**src/rtl/cpu_pkg.sv**
```systemverilog
// ----------------------------------------------------------------------------
// cpu_pkg
// Shared definitions for the 8-bit CPU control path:
//   - default data / opcode widths
//   - opcode constants (taken from ir[7:4])
//   - sequencer state encoding (3-bit)
//   - ALU operation and jump-condition encodings
//   - decoded-instruction control bundle and a jump-resolution helper
// ----------------------------------------------------------------------------
package cpu_pkg;

  localparam int DEF_DATA_W = 8;
  localparam int DEF_OPC_W  = 4;

  typedef logic [3:0] opcode_t;

  localparam opcode_t OP_NOP = 4'h0;
  localparam opcode_t OP_LDI = 4'h1;
  localparam opcode_t OP_ADD = 4'h2;
  localparam opcode_t OP_SUB = 4'h3;
  localparam opcode_t OP_JMP = 4'h4;
  localparam opcode_t OP_JZ  = 4'h5;
  localparam opcode_t OP_JNZ = 4'h6;
  localparam opcode_t OP_HLT = 4'hF;

  typedef logic [2:0] state_t;

  localparam state_t S_FETCH     = 3'd0;
  localparam state_t S_WAIT_INS  = 3'd1;
  localparam state_t S_DECODE    = 3'd2;
  localparam state_t S_FETCH_IMM = 3'd3;
  localparam state_t S_WAIT_IMM  = 3'd4;
  localparam state_t S_EXEC      = 3'd5;
  localparam state_t S_HALT      = 3'd6;

  typedef enum logic [1:0] {
    ALU_PASS = 2'b00,
    ALU_ADD  = 2'b01,
    ALU_SUB  = 2'b10
  } alu_op_t;

  typedef enum logic [1:0] {
    JC_NONE   = 2'd0,
    JC_ALWAYS = 2'd1,
    JC_ZERO   = 2'd2,
    JC_NZERO  = 2'd3
  } jump_cond_t;

  // Everything the sequencer needs to know about an opcode.
  typedef struct packed {
    logic       is_two_byte;
    logic       is_halt;
    logic       is_jump;
    jump_cond_t jump_cond;
    logic       acc_ld;
    logic       acc_src;
    alu_op_t    alu_op;
    logic       illegal;
  } decode_t;

  // Resolves a jump condition against the accumulator zero flag.
  function automatic logic jump_taken(jump_cond_t cond, logic zero);
    case (cond)
      JC_ALWAYS: return 1'b1;
      JC_ZERO:   return zero;
      JC_NZERO:  return ~zero;
      default:   return 1'b0;
    endcase
  endfunction

endpackage

```
**src/rtl/fetch_sequencer_if.sv**
```systemverilog
// ----------------------------------------------------------------------------
// fetch_sequencer_if
// Instruction-memory read handshake between the fetch sequencer and memory.
//   mem_rd    : read request, held by the sequencer until mem_ready
//   mem_ready : read data valid this cycle
//   mem_data  : read data
// Modports: master = sequencer side, slave = memory side.
// ----------------------------------------------------------------------------
interface fetch_sequencer_if #(
  parameter int DATA_W = cpu_pkg::DEF_DATA_W
) ();

  logic              mem_rd;
  logic              mem_ready;
  logic [DATA_W-1:0] mem_data;

  modport master (
    output mem_rd,
    input  mem_ready,
    input  mem_data
  );

  modport slave (
    input  mem_rd,
    output mem_ready,
    output mem_data
  );

endinterface

```
**src/rtl/fetch_sequencer_decode.sv**
```systemverilog
// ----------------------------------------------------------------------------
// instr_decode
// Purely combinational opcode decoder for the fetch sequencer.
//   opcode : upper nibble of the instruction register
//   dec    : control bundle (length, halt, jump kind, accumulator/ALU
//            controls, illegal flag)
// Opcodes 7..E are undefined: they behave as NOP and raise `illegal`.
// ----------------------------------------------------------------------------
module instr_decode
  import cpu_pkg::*;
(
  input  opcode_t opcode,
  output decode_t dec
);

  always_comb begin
    // NOTE: every field gets a default before the case so no path leaves a
    // bit unassigned, which would otherwise infer a latch.
    dec           = '0;
    dec.alu_op    = ALU_PASS;
    dec.jump_cond = JC_NONE;
    case (opcode)
      OP_NOP: ;
      OP_LDI: begin
        dec.is_two_byte = 1'b1;
        dec.acc_ld      = 1'b1;
        dec.acc_src     = 1'b1;
      end
      OP_ADD: begin
        dec.acc_ld = 1'b1;
        dec.alu_op = ALU_ADD;
      end
      OP_SUB: begin
        dec.acc_ld = 1'b1;
        dec.alu_op = ALU_SUB;
      end
      OP_JMP: begin
        dec.is_two_byte = 1'b1;
        dec.is_jump     = 1'b1;
        dec.jump_cond   = JC_ALWAYS;
      end
      OP_JZ: begin
        dec.is_two_byte = 1'b1;
        dec.is_jump     = 1'b1;
        dec.jump_cond   = JC_ZERO;
      end
      OP_JNZ: begin
        dec.is_two_byte = 1'b1;
        dec.is_jump     = 1'b1;
        dec.jump_cond   = JC_NZERO;
      end
      OP_HLT:  dec.is_halt = 1'b1;
      default: dec.illegal = 1'b1;
    endcase
  end

endmodule

```
**src/rtl/fetch_sequencer.sv**
```systemverilog
// ----------------------------------------------------------------------------
// fetch_sequencer
// Multi-cycle control FSM of the 8-bit CPU: fetches 1- or 2-byte
// instructions over a read/ready handshake, holds the instruction and
// immediate bytes, and strobes the PC, accumulator and ALU.
//   clk, reset  : rising-edge clock, asynchronous active-high reset
//   pc_value    : current PC (address presented to memory, not needed here)
//   mem_bus     : instruction memory handshake (master side)
//   zero_flag   : accumulator == 0, sampled in EXEC only
//   resume      : leaves HALT (level, sampled in HALT only)
//   pc_enable   : one-cycle PC increment, issued on each accepted byte
//   pc_ld       : one-cycle PC load with pc_inp (taken jumps)
//   pc_inp      : jump target (the immediate byte)
//   ir, imm     : instruction and immediate bytes
//   alu_op      : 00 pass, 01 add, 10 sub (valid with acc_ld)
//   acc_ld      : one-cycle accumulator write, acc_src 0=ALU / 1=imm
//   halted      : high while in HALT
//   illegal_op  : one-cycle pulse in EXEC of an undefined opcode
// ----------------------------------------------------------------------------
module fetch_sequencer
  import cpu_pkg::*;
#(
  parameter int DATA_W = DEF_DATA_W,
  parameter int OPC_W  = DEF_OPC_W
) (
  input  logic               clk,
  input  logic               reset,
  input  logic [DATA_W-1:0]  pc_value,
  fetch_sequencer_if.master  mem_bus,
  input  logic               zero_flag,
  input  logic               resume,
  output logic               pc_enable,
  output logic               pc_ld,
  output logic [DATA_W-1:0]  pc_inp,
  output logic [DATA_W-1:0]  ir,
  output logic [DATA_W-1:0]  imm,
  output logic [1:0]         alu_op,
  output logic               acc_ld,
  output logic               acc_src,
  output logic               halted,
  output logic               illegal_op
);

  state_t  state;
  state_t  state_nx;
  decode_t dec;
  logic    mem_rd_st;

  // The PC itself is owned by program_counter; its value is observational.
  logic unused_pc_value;
  assign unused_pc_value = ^pc_value;

  instr_decode u_decode (
    .opcode (opcode_t'(ir[DATA_W-1 -: OPC_W])),
    .dec    (dec)
  );

  // State register.
  always_ff @(posedge clk or posedge reset) begin
    // NOTE: sequential state uses non-blocking assignments so every flop
    // samples pre-edge values regardless of process ordering.
    if (reset) state <= S_FETCH;
    else       state <= state_nx;
  end

  // Instruction and immediate bytes are captured on the accepted beat only.
  always_ff @(posedge clk or posedge reset) begin
    if (reset) begin
      ir  <= '0;
      imm <= '0;
    end else begin
      if (state == S_WAIT_INS && mem_bus.mem_ready) ir  <= mem_bus.mem_data;
      if (state == S_WAIT_IMM && mem_bus.mem_ready) imm <= mem_bus.mem_data;
    end
  end

  // Next-state logic.
  always_comb begin
    state_nx = state;
    case (state)
      S_FETCH:     state_nx = S_WAIT_INS;
      S_WAIT_INS:  if (mem_bus.mem_ready) state_nx = S_DECODE;
      S_DECODE: begin
        if (dec.is_two_byte)  state_nx = S_FETCH_IMM;
        else if (dec.is_halt) state_nx = S_HALT;
        else                  state_nx = S_EXEC;
      end
      S_FETCH_IMM: state_nx = S_WAIT_IMM;
      S_WAIT_IMM:  if (mem_bus.mem_ready) state_nx = S_EXEC;
      S_EXEC:      state_nx = S_FETCH;
      S_HALT:      if (resume) state_nx = S_FETCH;
      default:     state_nx = S_FETCH;
    endcase
  end

  // Output logic. Strobes depend on the current state only, plus mem_ready in
  // the wait states, so mem_ready elsewhere has no effect.
  always_comb begin
    mem_rd_st  = 1'b0;
    pc_enable  = 1'b0;
    pc_ld      = 1'b0;
    alu_op     = ALU_PASS;
    acc_ld     = 1'b0;
    acc_src    = 1'b0;
    halted     = 1'b0;
    illegal_op = 1'b0;
    case (state)
      S_FETCH, S_FETCH_IMM: mem_rd_st = 1'b1;
      S_WAIT_INS, S_WAIT_IMM: begin
        mem_rd_st = 1'b1;
        pc_enable = mem_bus.mem_ready;
      end
      S_EXEC: begin
        acc_ld     = dec.acc_ld;
        acc_src    = dec.acc_src;
        alu_op     = dec.alu_op;
        pc_ld      = dec.is_jump && jump_taken(dec.jump_cond, zero_flag);
        illegal_op = dec.illegal;
      end
      S_HALT:  halted = 1'b1;
      default: ;
    endcase
  end

  // Reset parks the FSM in FETCH, which would otherwise already request a
  // read; the request only starts once reset is released.
  assign mem_bus.mem_rd = mem_rd_st & ~reset;

  // The jump target is always the immediate byte.
  assign pc_inp = imm;

endmodule

```
**src/flat_wrapper.sv**
```systemverilog
// flat-port wrapper written by rule: the top's interface ports become plain ports
module fetch_sequencer_flat import cpu_pkg::*;
#(
  parameter int DATA_W = DEF_DATA_W,
  parameter int OPC_W  = DEF_OPC_W
)
  (clk, reset, pc_value, zero_flag, resume, pc_enable, pc_ld, pc_inp, ir, imm, alu_op, acc_ld, acc_src, halted, illegal_op, mem_bus_mem_rd, mem_bus_mem_ready, mem_bus_mem_data);
  fetch_sequencer_if #(.DATA_W(DATA_W)) mem_bus_i ();
  input  logic clk;
  input  logic reset;
  input  logic [DATA_W-1:0] pc_value;
  input  logic zero_flag;
  input  logic resume;
  output logic pc_enable;
  output logic pc_ld;
  output logic [DATA_W-1:0] pc_inp;
  output logic [DATA_W-1:0] ir;
  output logic [DATA_W-1:0] imm;
  output logic [1:0] alu_op;
  output logic acc_ld;
  output logic acc_src;
  output logic halted;
  output logic illegal_op;
  output wire logic [$bits(mem_bus_i.mem_rd)-1:0] mem_bus_mem_rd;
  input wire logic [$bits(mem_bus_i.mem_ready)-1:0] mem_bus_mem_ready;
  input wire logic [$bits(mem_bus_i.mem_data)-1:0] mem_bus_mem_data;
  assign mem_bus_mem_rd = mem_bus_i.mem_rd;
  assign mem_bus_i.mem_ready = mem_bus_mem_ready;
  assign mem_bus_i.mem_data = mem_bus_mem_data;
  fetch_sequencer #(.DATA_W(DATA_W), .OPC_W(OPC_W)) u_core (.clk(clk), .reset(reset), .pc_value(pc_value), .mem_bus(mem_bus_i), .zero_flag(zero_flag), .resume(resume), .pc_enable(pc_enable), .pc_ld(pc_ld), .pc_inp(pc_inp), .ir(ir), .imm(imm), .alu_op(alu_op), .acc_ld(acc_ld), .acc_src(acc_src), .halted(halted), .illegal_op(illegal_op));
endmodule
```
**config.mk**
```make
export PLATFORM = sky130hd
export DESIGN_NAME = fetch_sequencer_flat
export DESIGN_NICKNAME = d
export VERILOG_FILES = /design/src/rtl/cpu_pkg.sv /design/src/rtl/fetch_sequencer_if.sv /design/src/rtl/fetch_sequencer_decode.sv /design/src/rtl/fetch_sequencer.sv /design/src/flat_wrapper.sv
export SDC_FILE = /design/constraint.sdc
export NUM_CORES = 1
export LEC_CHECK = 0
export BUFFER_PORTS_ARGS = -buffer_cell sky130_fd_sc_hd__buf_2
export CAP_MARGIN = 10
export CORE_ASPECT_RATIO = 1.5
export CORE_MARGIN = 3
export CORE_UTILIZATION = 48
export CTS_CLUSTER_DIAMETER = 100
export DETAILED_ROUTE_END_ITERATION = 6
export PLACE_DENSITY_LB_ADDON = 0.2
export SETUP_SLACK_MARGIN = 0.15
export SYNTH_ARGS = -nofsm -noshare
export SYNTH_HDL_FRONTEND = slang
export SYNTH_HIERARCHICAL = 1
export SYNTH_SLANG_ARGS = --single-unit
```
**constraint.sdc**
```tcl
create_clock -name clk -period 3.1 [get_ports clk]
set_input_delay 0.62 -clock clk [delete_from_list [all_inputs] [get_ports clk]]
set_output_delay 0.62 -clock clk [all_outputs]
set_load 0.05 [all_outputs]
```
; Word-level counts from Yosys, hierarchy flattened
; Cells that the tools add are included.
[totals]
reg_bits = 19
in_bits = 21
output_inout_bits = 33
word_cells = 59
[op_classes]
n_eq_ne = 19
mux = 23
n_bitwise = 3
n_reduce_logical = 11
[ops]
columns = op, count
row1 = case mux 3 bit (6 select lines), 1
row2 = two-way mux 1 bit, 13
row3 = "equality test 4 x 3 -> 1 bit, second input constant", 3
row4 = two-way mux 3 bit, 4
row5 = "equality test 3 bit, second input constant", 3
row6 = case mux 3 bit (3 select lines), 1
row7 = "equality test 4 x 2 -> 1 bit, second input constant", 2
row8 = OR reduction 4 bit, 2
row9 = OR reduction 8 bit, 1
row10 = "equality test 3 x 2 -> 1 bit, second input constant", 2
row11 = "inequality test 2 bit, second input constant", 3
row12 = "equality test 2 bit, second input constant", 2
row13 = "equality test 4 x 1 -> 1 bit, second input constant", 1
row14 = "equality test 4 bit, second input constant", 1
row15 = logical NOT 4 bit, 1
row16 = two-way mux 2 bit, 2
row17 = case mux 2 bit (2 select lines), 1
row18 = "equality test 3 x 1 -> 1 bit, second input constant", 1
row19 = logical AND 1 bit, 3
row20 = logical NOT 3 bit, 1
row21 = case mux 1 bit (3 select lines), 1
row22 = AND reduction 3 bit, 1
row23 = OR reduction 3 bit, 1
row24 = "equality test 2 x 1 -> 1 bit, second input constant", 1
row25 = other kinds (3), 4

; Depth between registers and ports, before layout
; Gate-level depths: netlist of the first run.
[depth]
depth_word = 7
depth_mapped = 6
depth_no_buf = 5

; Cells and area by module
; Netlist of the first run, hierarchy kept.
[modules_own_cells]
columns = mod, n_inst, cells_each, area_each_um2, seq_area_each_um2
row1 = fetch_sequencer, 1, 75, 975.9, 475.5
row2 = instr_decode, 1, 21, 116.4, 0.0

; Worst setup path before layout of the first run
; No wires, ideal clock.
[synth_path]
path_type = register to output
from = reg u_core.state[1]
to = out mem_bus_mem_rd
t_arrival_ns = 1.791
t_required_ns = 2.480
path_slack_ns = 0.689
stages_incl_launch_ff = 3
n_path_buf = 0
path_cell_list = dfrtp_1 nor2b_1 nor3b_1
[synth_via]
elab_chain_cells = 4
word_cells_on_any_way = 7
classes_between = 3 x eq/ne / 1 x mux / 1 x bitwise / 2 x reduce/logical
[synth_rtl]
columns = item, line
row1 = from (decl), fetch_sequencer.sv:44  ; state_t state;
row2 = from (signal assigned), fetch_sequencer.sv:63  ; else state <= state_nx;
row3 = equality test 3 x 2 -> 1 bit (tied with other cells), fetch_sequencer.sv:107  ; case (state)
row4 = OR reduction 4 bit (no source line) (*), --
row5 = two-way mux 1 bit (*), fetch_sequencer.sv:107
row6 = bitwise AND 1 bit (*), fetch_sequencer.sv:127  ; assign mem_bus.mem_rd = mem_rd_st & ~reset;
row7 = to (decl), flat_wrapper.sv:24  ; output wire logic [$bits(mem_bus_i.mem_rd)-1:0] mem_bus_mem_rd;
; Mark *: on every way between the ends. The rest lies on a longest branch, timed or not.

; Worst setup path after layout of the first run
[layout_path]
from = reg u_core.state[2]
to = out pc_enable
[layout_via]
elab_chain_cells = 3
word_cells_on_any_way = 4
classes_between = 2 x eq/ne / 1 x mux / 1 x reduce/logical
[layout_rtl]
columns = item, line
row1 = equality test 3 bit or equality test 3 x 1 -> 1 bit (tied branches), fetch_sequencer.sv:107
row2 = OR reduction 2 bit (*), --
row3 = two-way mux 1 bit (*), fetch_sequencer.sv:107
row4 = to (decl), flat_wrapper.sv:14  ; output logic pc_enable;
; Marks and branches as above.

==> results of run 1 <==
==> metrics by stage <==
step / utilization / std cells / area [µm²] / setup WS [ps] / hold slack, ps
6_report: 0.603 / 154 / 1270 / 709 / 427
5_1_grt: 0.603 / 154 / 1270 / 507 / 468
4_1_cts: 0.603 / 154 / 1270 / 673 / 452
3_5_place_dp: 0.590 / 150 / 1240 / 862 / 492
3_3_place_gp: 0.590 / 150 / 1240 / 861 / 493
2_1_floorplan: - / 96 / 1090 / 689 / 571
==> worst max path at each step <==
stage,startpoint,end,depth (start not counted)
after global placement,mem_bus_mem_ready,pc_enable,5
after CTS,u_core/state[2],pc_enable,4
after global routing,u_core/ir[4],pc_ld,6
after detailed placement,mem_bus_mem_ready,pc_enable,5
final,u_core/state[2],pc_enable,4
after floorplan,u_core/state[1],mem_bus_mem_rd,2
==> flip-flops by register name, summed over array words and instances (netlist names) <==
register and cells:
u_core/imm 8, u_core/ir 8, u_core/state 3
==> kinds of logic after synthesis <==
kind of cell / after synthesis / share of synthesized area
flops: 19 / 0.435
xor+xnor: 2 / 0.0160
simple gates: 33 / 0.188
compound gates: 9 / 0.0493
mux: 17 / 0.203
buf+inv: 16 / 0.109
==> per-layer routing <==
layer / up-vias / wire length (µm) / global-route usage
met5: - / 0 / 0
met4: 0 / 23 / 0.0769
met3: 2 / 183 / 0.0361
met2: 30 / 966 / 0.264
met1: 356 / 792 / 0.171
li1: 391 / - / -
==> worst register-to-register path, stage by stage, from the launching register on <==
cell,delay (ps)
dfrtp_1,570
nand2_2,110
nor3_4,370
mux2_2,390
==> synth_stat cells <==
master	number	area (µm²)
nand2b_1	3	18.8
clkbuf_2	1	5.00
nor2b_1	2	12.5
a211oi_1	1	7.51
inv_1	2	7.51
nand3_1	1	5.00
mux2_4	8	120
o21ai_0	2	10.0
nand2_1	5	18.8
buf_2	1	5.00
and2_2	1	7.51
xnor2_1	2	17.5
mux2_2	9	101
or2_2	1	6.26
o32ai_1	1	8.76
nor3_1	5	25.0
a21o_1	1	7.51
nand2_2	1	6.26
and2_1	5	31.3
buf_6	3	33.8
dfrtp_1	19	475
a21oi_1	4	20.0
nor3_4	1	16.3
and3_1	1	6.26
nor3b_1	1	7.51
nor4bb_4	1	25.0
nor2_1	5	18.8
buf_4	9	67.6
==> area by class of cell <==
class / instances / area (µm²)
Tap cell: 22 / 27.5
Sequential cell: 19 / 475
Multi-Input combinational cell: 61 / 498
Fill cell: 194 / 835
Clock buffer: 4 / 26.3
Inverter: 2 / 7.51
Timing Repair Buffer: 46 / 233
==> impl_metrics.csv, run 1 <==
group,metric,value,unit
floorplan,die_x,45.0,µm
finish,final_nets,154,
cts,h-tree-depth,1,
global_route,grt_max_degree,20,
yosys,synth_area,0.00109,mm²
worst_setup_path,crit_required,2480,ps
cts,clkTransAtPathRegs,100,ps
finish,drive_gt1_frac,0.538,
floorplan,io-pin-count,54,
worst_setup_path,arrival,1770,ps
finish,layout_commonest_cell,"buf_2",
placed_design,dpl.hpwl,1.49,mm
cts,cts_root_buf,"clkbuf_4",
global_route,antenna_found_initial,0,
yosys,ys_types,28,
cts,cts_hold_buf,0,
drt,routedWlPerCell,12.8,µm
hold_path,min_path_type,"input pin to async pin",
worst_setup_path,endpoint_kind,"output pin",
worst_setup_path,critical-path-max-stage-delay,570,ps
timing,worst_pin_slew,691,ps
drt,detailedRoute.firstIterationViolations,7,
finish,layout_common_cells,"45 x buf_2, 19 x dfrtp_1, 9 x mux2_2, 8 x mux2_4",
timing,timing.final.crit_share,0.771,
yosys,synth_nets,117,
finish,antennaDiodeCount,0,
timing,hold_viol_final,0,
cts,cts_buffers,3,
worst_setup_path,cp_cell_sequence,"nand2_2, nor3_4, or2_2, buf_2",
run,cap_viol_max_count,0,
worst_setup_path,criticalPathCategory,"flop to output pin",
placed_design,numPortBuffers,45,
worst_setup_path,path_delay_family,"simple AND/OR/NAND/NOR gates",
yosys,ys_ff_latch,19,
floorplan,rows,20,
worst_setup_path,r2r-end,"u_core/imm[4]",
worst_setup_path,worstSetupStartpointType,"flop",
drt,vias,779,
timing,period_minus_slack,2390,ps
yosys,synthCells,96,
floorplan,die_area,0.00290,mm²
worst_setup_path,cpMaxStageDelayCell,"dfrtp_1",
cts,clk_latency,290,ps
worst_setup_path,path_max_fanout,10,
global_route,grt_overflow,0,
drt,drc,0,
yosys,synth_warnings,6,
timing,fmax,418,MHz
cts,cts_buffer_depth,2,
timing,setup_violations,0,
placed_design,gp_congestion,0.708,
timing,rsz0062_at_grt,"no",
global_route,grt_pass1_wl,3.33,mm
worst_setup_path,rr_startpoint,"u_core/state[2]",
floorplan,core_area,0.00210,mm²
outcome,status,"finished, final reports clean",
drt,viasPerCell,5.06,
global_route,grt_use_total,0.155,
worst_setup_path,crit_buf_inv,1,
floorplan,start_util,0.520,
cts,post_cts_buffers,0,
worst_setup_path,ff2ff_path_depth,3,
drt,ant_nets,0,
drt,firstDrtPassIters,4,
floorplan,die_y,64.4,µm
timing,fin_setup_tns,0,ps
drt,finalWirelength,1.97,mm
global_route,grt_pass1_vias,753,
cts,clock-sinks,19,
timing,relSlewSlack,0.539,
worst_setup_path,reg2reg_setup_slack,1560,ps
cts,cts_tree,"yes",
timing,fin_worst_skew,5.42,ps
yosys,ys_seq_area_frac,0.435,
timing,maxSlewViolCount,0,
finish,syn_to_final_growth,16.0,%
yosys,synth.avg_cell_area,11.4,µm²
cts,cts_resized,0,
Power of run 1 is left out: the tool's default activity adds up to more than one toggle a clock period on the data nets, which glitch-free logic cannot reach.
==> run 2: changes to the inputs <==
--- a/config.mk
+++ b/config.mk
@@ -5,11 +5,12 @@
 export SDC_FILE = /design/constraint.sdc
 export NUM_CORES = 1
 export LEC_CHECK = 0
+export ABC_AREA = 1
 export BUFFER_PORTS_ARGS = -buffer_cell sky130_fd_sc_hd__buf_2
 export CAP_MARGIN = 10
 export CORE_ASPECT_RATIO = 1.5
 export CORE_MARGIN = 3
-export CORE_UTILIZATION = 48
+export CORE_UTILIZATION = 46
 export CTS_CLUSTER_DIAMETER = 100
 export DETAILED_ROUTE_END_ITERATION = 6
 export PLACE_DENSITY_LB_ADDON = 0.2
==> constraint.sdc (replaced) <==
create_clock -name clk -period 2.2 [get_ports clk]
set_input_delay 0.44 -clock clk [delete_from_list [all_inputs] [get_ports clk]]
set_output_delay 0.44 -clock clk [all_outputs]
set_load 0.05 [all_outputs]
==> impl_metrics.csv, run 2 <==
group,metric,value,unit
cts,cts_root_buf,"clkbuf_4",
yosys,synthAdderAreaFrac,0,
finish,fillers,220,
timing,fin_ws,233,ps
global_route,grt_pass1_vias,985,
yosys,synth.most_common_cell,"nand2_1",
yosys,ys_types,19,
drt,firstDrtPassIters,5,
yosys,synthArstFlopShare,1.00,
yosys,ys_ff_latch,19,
worst_setup_path,arrival,1530,ps
finish,layout_commonest_cell,"nand2_1",
worst_setup_path,cpMaxStageDelayCell,"dfrtp_2",
cts,clock-sinks,19,
timing,rsz0062_at_grt,"yes",
drt,detailedRoute.firstIterationViolations,16,
global_route,grt_pass1_wl,4.13,mm
yosys,yosysTopAreaCell,"dfrtp_1",
finish,final_core_util,0.622,
yosys,netlist_top_cells_area,"dfrtp_1 42%, nand2_1 14%, inv_1 9.2%, o21ai_2 6.1%, nor2_1 5.6%",
cts,clk_latency,300,ps
finish,multiInputGateArea,507,µm²
worst_setup_path,crit_top_cell,"nand2_1",
finish,drive_gt1_frac,0.425,
run,cap_viol_max_count,0,
floorplan,core_area,0.00231,mm²
placed_design,preCtsSetupSlack,363,ps
cts,cts_buffers,3,
placed_design,placedCellCount,215,
worst_setup_path,path_max_fanout,6,
timing,fin_setup_tns,0,ps
worst_setup_path,crit_required,1760,ps
yosys,synth_edf_count,0,
finish,reg_top3,"u_core/imm x8, u_core/ir x8, u_core/state x3",
worst_setup_path,endpoint_kind,"output pin",
floorplan,io-pin-count,54,
finish,syn_to_final_growth,25.8,%
timing,period_minus_slack,1970,ps
drt,vias,1068,
cts,clkTransAtPathRegs,110,ps
yosys,muxShareOfSynthArea,0,
floorplan,die_y,67.1,µm
finish,antennaDiodeCount,0,
timing,hold_viol_final,0,
yosys,synthSimpleGateAreaFrac,0.300,
yosys,synthCells,156,
floorplan,rows,21,
timing,maxSlewViolCount,0,
timing,fin_worst_skew,14.1,ps
yosys,synth_area,0.00114,mm²
yosys,synth_compound_area_frac,0.105,
global_route,grt_use_total,0.181,
worst_setup_path,cp_cell_sequence,"nand2_2, nand3_2, nor2_1, nand2_1, xnor2_1, nand2_1, nor2_2, buf_6",
floorplan,die_area,0.00313,mm²
finish,seqCellArea,480,µm²
floorplan,die_x,46.7,µm
timing,fmax,508,MHz
worst_setup_path,criticalPathCategory,"flop to output pin",
worst_setup_path,worstSetupStartpointType,"flop",
finish,final_nets,222,
cts,cts_buffer_depth,2,
timing,setup_violations,0,
drt,drc,0,
timing,relSlewSlack,0.523,
global_route,grt_max_degree,20,
drt,finalWirelength,2.47,mm
yosys,synthFlopType,"dfrtp_1",
yosys,synth_common_cells,"43 x nand2_1, 28 x inv_1, 19 x dfrtp_1, 17 x nor2_1, 10 x o21ai_0",
timing,timing.final.crit_share,0.894,
placed_design,numPortBuffers,45,
drt,routedWlPerCell,11.1,µm
yosys,synth_nets,177,
yosys,synth_warnings,6,
outcome,status,"finished, final reports clean",
finish,layout_common_cells,"41 x nand2_1, 40 x buf_2, 27 x inv_1, 15 x dfrtp_1, 11 x nor2_1",
timing,worst_pin_slew,715,ps
cts,cts_hold_buf,0,
placed_design,dpl.hpwl,1.92,mm
yosys,synth_top_family_by_area,"simple AND/OR/NAND/NOR gates",
yosys,ys_seq_area_frac,0.416,
global_route,antenna_found_initial,0,
yosys,synth_top_area_frac,0.416,
floorplan,start_util,0.495,
global_route,grt_overflow,0,
cts,h-tree-depth,1,
worst_setup_path,critical-path-max-stage-delay,450,ps
drt,ant_nets,0,
placed_design,gp_congestion,0.841,
drt,viasPerCell,4.79,
yosys,synth_xor_area_frac,0.00766,
yosys,synth.avg_cell_area,7.33,µm²
cts,cts_tree,"yes",
hold_path,min_path_type,"input pin to async pin",
finish,layoutNonFillerInstCount,223,
==> run 2: final cells by class <==
class | instances | area share
inverters | 29 | 0.0757
flip-flops and latches | 19 | 0.334
multi-input cells | 97 | 0.352
clock inverters | 1 | 0.00348
repair buffers | 51 | 0.199
clock buffers | 3 | 0.0157
well taps | 23 | 0.0200
==> run 2: logic make-up after synthesis <==
group,Yosys count
AO/OA/AOI/OAI,18
XOR/XNOR,1
buffers and inverters,40
flip-flops,19
AND/OR/NAND/NOR,78
==> run 2: metal layers <==
metal,global-route usage,routed length (µm),up-vias
met5,0,0,-
met4,0.104,45,0
met3,0.0162,161,6
met2,0.307,1260,36
met1,0.213,1010,476
li1,-,-,550
==> run 2: timing repair <==
item | 4_1_cts | 5_1_grt
resized for setup | 4 | 11
endpoints found under the setup margin | 1 | 6
setup buffers | 3 | 1
==> run 2: final timing paths <==
| check | cells past startpoint | startpoint | slack, ps | end |
|---|---|---|---|---|
| min reg2reg | 2 | u_core/ir[1] | 500 | u_core/ir[1] |
| min in group clk | 3 | mem_bus_mem_data[6] | 380 | u_core/ir[6] |
| min | 2 | reset | 250 | u_core/state[0] |
| max reg2reg | 9 | u_core/ir[4] | 820 | u_core/state[0] |
| max | 8 | u_core/ir[4] | 230 | pc_ld |
| max in group asynchronous | 2 | reset | 1440 | u_core/ir[7] |
==> run 2: critical path, delay by kind of cell, from the launching register on <==
family | cells | cell delay, ps
xor gates and xnor gates | 1 | 130
buffers and inverters | 1 | 160
DFF | 1 | 450
and+or+nand+nor | 6 | 490
==> run 2: stage by stage <==
| stage | instance area (µm²) | hold slack [ps] |
|---|---|---|
| global placement | 1350 | 463 |
| detailed placement | 1350 | 472 |
| global route | 1440 | 291 |
| floorplan | 1170 | 391 |
| CTS | 1410 | 272 |
| finish | 1440 | 253 |
Power of run 2 is left out for the same reason.
